## src/rtl/serial_adder.sv

```systemverilog
// Digit-serial adder: adds DIGIT bits per cycle, LSB slice first, over WIDTH/DIGIT cycles.
// Define SERIAL_ADDER_SUB_EN to add the sub port (A - B via ~B and forced carry-in).
module serial_adder #(
    parameter int WIDTH = 8,
    parameter int DIGIT = 1
) (
    input  logic             clk,
    input  logic             rst,
    input  logic             start,
    input  logic [WIDTH-1:0] A,
    input  logic [WIDTH-1:0] B,
    input  logic             c_in,
`ifdef SERIAL_ADDER_SUB_EN
    input  logic             sub,
`endif
    output logic             busy,
    output logic             done,
    output logic [WIDTH-1:0] S,
    output logic             c_out
);

    localparam int N  = WIDTH / DIGIT;
    localparam int CW = (N > 1) ? $clog2(N) : 1;

    if (WIDTH < 1 || DIGIT < 1 || (WIDTH % DIGIT) != 0) begin : g_bad_cfg
        $error("serial_adder: DIGIT must divide WIDTH exactly");
    end

    typedef enum logic [1:0] {IDLE, RUN, DONE} state_t;

    state_t           state, state_nxt;
    logic [CW-1:0]    cnt;
    logic [WIDTH-1:0] a_sh, b_sh, sum_sh;
    logic             carry;
    logic [WIDTH-1:0] b_in;
    logic             c_init;
    logic [DIGIT:0]   slice_sum;
    logic [WIDTH-1:0] sum_full;
    logic             last;

`ifdef SERIAL_ADDER_SUB_EN
    assign b_in   = sub ? ~B : B;
    assign c_init = sub | c_in;
`else
    assign b_in   = B;
    assign c_init = c_in;
`endif

    assign slice_sum = {1'b0, a_sh[DIGIT-1:0]} + {1'b0, b_sh[DIGIT-1:0]} + {{DIGIT{1'b0}}, carry};
    // New slice enters at the top; after N cycles the register holds the whole sum in order.
    assign sum_full  = (sum_sh >> DIGIT) | (WIDTH'(slice_sum[DIGIT-1:0]) << (WIDTH - DIGIT));
    assign last      = (cnt == CW'(N - 1));

    assign busy = (state != IDLE);
    assign done = (state == DONE);

    always_ff @(posedge clk or posedge rst) begin
        if (rst) state <= IDLE;
        else     state <= state_nxt;
    end

    always_comb begin
        state_nxt = state;
        case (state)
            IDLE:    if (start) state_nxt = RUN;
            RUN:     if (last)  state_nxt = DONE;
            DONE:    state_nxt = IDLE;
            default: state_nxt = IDLE;
        endcase
    end

    always_ff @(posedge clk or posedge rst) begin
        if (rst) begin
            cnt    <= '0;
            a_sh   <= '0;
            b_sh   <= '0;
            sum_sh <= '0;
            carry  <= 1'b0;
            S      <= '0;
            c_out  <= 1'b0;
        end else begin
            case (state)
                IDLE: begin
                    if (start) begin
                        a_sh   <= A;
                        b_sh   <= b_in;
                        carry  <= c_init;
                        cnt    <= '0;
                        sum_sh <= '0;
                    end
                end
                RUN: begin
                    a_sh   <= a_sh >> DIGIT;
                    b_sh   <= b_sh >> DIGIT;
                    carry  <= slice_sum[DIGIT];
                    sum_sh <= sum_full;
                    cnt    <= cnt + CW'(1);
                    if (last) begin
                        S     <= sum_full;
                        c_out <= slice_sum[DIGIT];
                    end
                end
                default: ;
            endcase
        end
    end

endmodule

```

## config.mk

```make
export PLATFORM = sky130hd
export DESIGN_NAME = serial_adder
export DESIGN_NICKNAME = d
export VERILOG_FILES = /design/src/rtl/serial_adder.sv
export SDC_FILE = /design/constraint.sdc
export NUM_CORES = 1
export LEC_CHECK = 0
export ABC_AREA = 1
export ABC_CLOCK_PERIOD_IN_PS = 1710
export BUFFER_PORTS_ARGS = -buffer_cell sky130_fd_sc_hd__buf_2
export CORE_ASPECT_RATIO = 0.7
export CORE_MARGIN = 2
export CORE_UTILIZATION = 45
export CTS_BUF_LIST = sky130_fd_sc_hd__clkbuf_16
export DETAILED_ROUTE_END_ITERATION = 6
export GPL_ROUTABILITY_DRIVEN = 0
export HOLD_SLACK_MARGIN = 0.08
export PLACE_DENSITY_LB_ADDON = 0.3
export RECOVER_POWER = 25
export REMOVE_ABC_BUFFERS = 1
export SLEW_MARGIN = 20
export SYNTH_ARGS = -nofsm -noshare
export SYNTH_HDL_FRONTEND = slang
export SYNTH_SLANG_ARGS = --single-unit
```

## constraint.sdc

```tcl
create_clock -name clk -period 1.71 [get_ports clk]
set_input_delay 0.0855 -clock clk [delete_from_list [all_inputs] [get_ports clk]]
set_output_delay 0.0855 -clock clk [all_outputs]
set_load 0.01 [all_outputs]
```

==> results.ini <==
[yosys]
ys_ff_latch=38
synthDistinctLibCells=22
yosysSeqAreaShare_pct=55.11
syn_area_per_cell_sq_um=9.034
yosys_warnings=0
synth_cells=191
syn-cell-area_sq_um=1725

[routing]
routed_wl_um=3522
met3_length_um=183
drt_pass1_iterations=4
top_layer=met4
drc=0
drt_iter0_markers=80
viasPerCell=4.890
routedWlPerCell_um=12.45
routedLengthMet1_um=1715
vias=1384
ant_nets=0
dr_wl_met2_um=1578

[layout]
final_cells=283
layout.nets=255
drive_above_1_share_pct=20.17
syn2layout_area_growth_pct=23.79
diodes=0

[timing]
fmax_mhz=719.0
skew_ns=0.003093
worst_pin_slew_ns=0.9399
drv_slew=0
setup_tns_ns=0
min_period_ns=1.391
rsz0062_at_grt=no
maxSlewHeadroom_pct=37.34
finalSetupViolCount=0
period_share_pct=81.33
hold_viol=0

[setup_path]
required_ns=1.62
arrival_ns=1.31
crit_path_start_kind=flop
crit_path_cell_trace=nor2_1 > inv_1 > buf_2
critPathKind=reg2out
critPathCaptureType=primary output
worst-path-max-fanout=10
slowest_stage=dfrtp_1
cpPeakStageDelay_ns=0.51
critPathBufInv=2
crit_family=flip-flops

[clock_network]
clockBufferDepth=2
cts_buffers=5
cts-root-buf=clkbuf_16
worstSkewPairLatency_ns=0.28
htreeDepth=2
cts_setup_buffers=0
cts_tree=built
cts.reportedPaths.clkPinSlew_ns=0.05
cts_sinks=38

[global_routing]
grt_max_degree=39
antenna_found_initial=0
grt.total_usage_pct=18.56
grt_first_pass_wirelength_um=6292
grt_overflow=0
grt_pass1_vias=1361

[floorplan]
io_pins=31
dieArea_sq_um=4353
die_y_um=55.81
fp-row-count=18
start_util_pct=47.88
core_sq_um=3603
die_x_um=78.01

[power]
finalPower_mw=3.772
power_leakage_nw=1.084
vdd_ir_drop_max_mv=0.6840
power.density_nw_per_um2=1766

[place]
portBuffers=30
dp.cells=266
dp.final_hpwl_um=2277

[min_path]
hp-class=in2reg

[job]
max-cap-violations=0

[status]
outcome=complete, no violations

==> worst reg2reg max path, cell delays in order (launching register included) <==
cell and delay [ns]:
dfrtp_1 0.40, ha_1 0.21, ha_1 0.22, nand2_4 0.21
inv_1 0.10, nand2_1 0.07, nand2_1 0.04
==> flip-flops by register name, indices dropped and copies added, names as in the netlist <==
name / count
S: 8
a_sh: 8
b_sh: 8
sum_sh: 7
cnt: 3
state: 2
c_out: 1
carry: 1
==> stage by stage <==
stage	area [sq um]	setup WS, ns	hold WS (ns)	utilization, %
after global routing	2136	0.2448	0.1168	59.27
after floorplan	1664	0.2965	0.1951	-
final	2136	0.3193	0.08752	59.27
after detailed placement	1922	0.3780	0.2289	53.33
after global placement	1922	0.4060	0.2233	53.33
after CTS	2150	0.3020	0.08872	59.65
==> cells by family (layout without fill, tap and decap cells) <==
logic type / after synthesis / in the layout / share of synthesized area, %
flops: 38 / 38 / 55.11
simple gates: 101 / 101 / 27.19
compound gates: 18 / 18 / 7.034
fa+ha+maj: 3 / 3 / 2.610
buf+inv: 31 / 73 / 8.049
==> power by group <==
| part | switching [mW] | leakage (nW) | total (mW) | internal [mW] |
|---|---|---|---|---|
| clock | 0.329 | 0.0724 | 0.855 | 0.526 |
| sequential | 0.243 | 0.483 | 1.54 | 1.29 |
| combinational | 0.847 | 0.529 | 1.38 | 0.535 |
| total | 1.42 | 1.08 | 3.77 | 2.35 |
==> layout make-up <==
type | count | area [sq um]
Timing Repair Buffer | 45 | 271.5
Fill cell | 339 | 1468
Clock inverter | 3 | 12.51
Inverter | 20 | 77.57
Multi-Input combinational cell | 122 | 635.6
Clock buffer | 5 | 125.1
Tap cell | 50 | 62.56
Sequential cell | 38 | 950.9
==> per-layer routing <==
metal | GRT usage (%) | vias to the layer above
met5 | 0 | -
met4 | 6.767 | 0
met3 | 4.870 | 5
met2 | 27.46 | 40
met1 | 26.37 | 629
li1 | - | 710
==> placed cells by master (no fill, tap or decap) <==
cell / instances
a21oi_1: 1
buf_2: 21
buf_4: 5
clkbuf_1: 9
clkbuf_16: 5
clkbuf_2: 1
clkinv_1: 1
clkinv_2: 1
dfrtp_1: 38
dlygate4sd3_1: 9
fa_1: 1
ha_1: 2
inv_1: 19
inv_2: 1
inv_4: 1
nand2_1: 45
nand2_2: 2
nand2_4: 1
nand3_1: 40
nand4_1: 8
nor2_1: 4
nor2_4: 1
o21ai_0: 3
o21ai_1: 5
o21ai_2: 8
o22ai_1: 1
==> synthesized netlist by cell type (all sizes together) <==
cell type	n	area, sq um
dfrtp	38	950.9
o21ai	16	110.1
a21oi	1	5.000
nand3	40	200.2
ha	2	25.02
nand4	8	50.05
nor2	5	26.27
o22ai	1	6.260
clkbuf	2	7.510
buf	9	53.80
fa	1	20.02
inv	20	77.57
nand2	48	192.7
==> repair_timing <==
action,4_1_cts,5_1_grt
gates resized for setup,0,0
hold buffers,9,0
setup endpoints to repair,0,0
hold endpoints to repair,46,0
==> worst paths after layout <==
path	startpoint	end	slack, ns	cells past startpoint
worst min-delay path	B[3]	b_sh[3]	0.09	3
worst max register to register	cnt[0]	S[7]	0.36	6
worst min register to register	S[5]	S[5]	0.48	2
max in group asynchronous	rst	S[0]	0.48	4
worst max-delay path	state[0]	busy	0.32	3
min in group asynchronous	rst	cnt[1]	0.64	4
No activity file was read; power rests on OpenSTA's default activity.
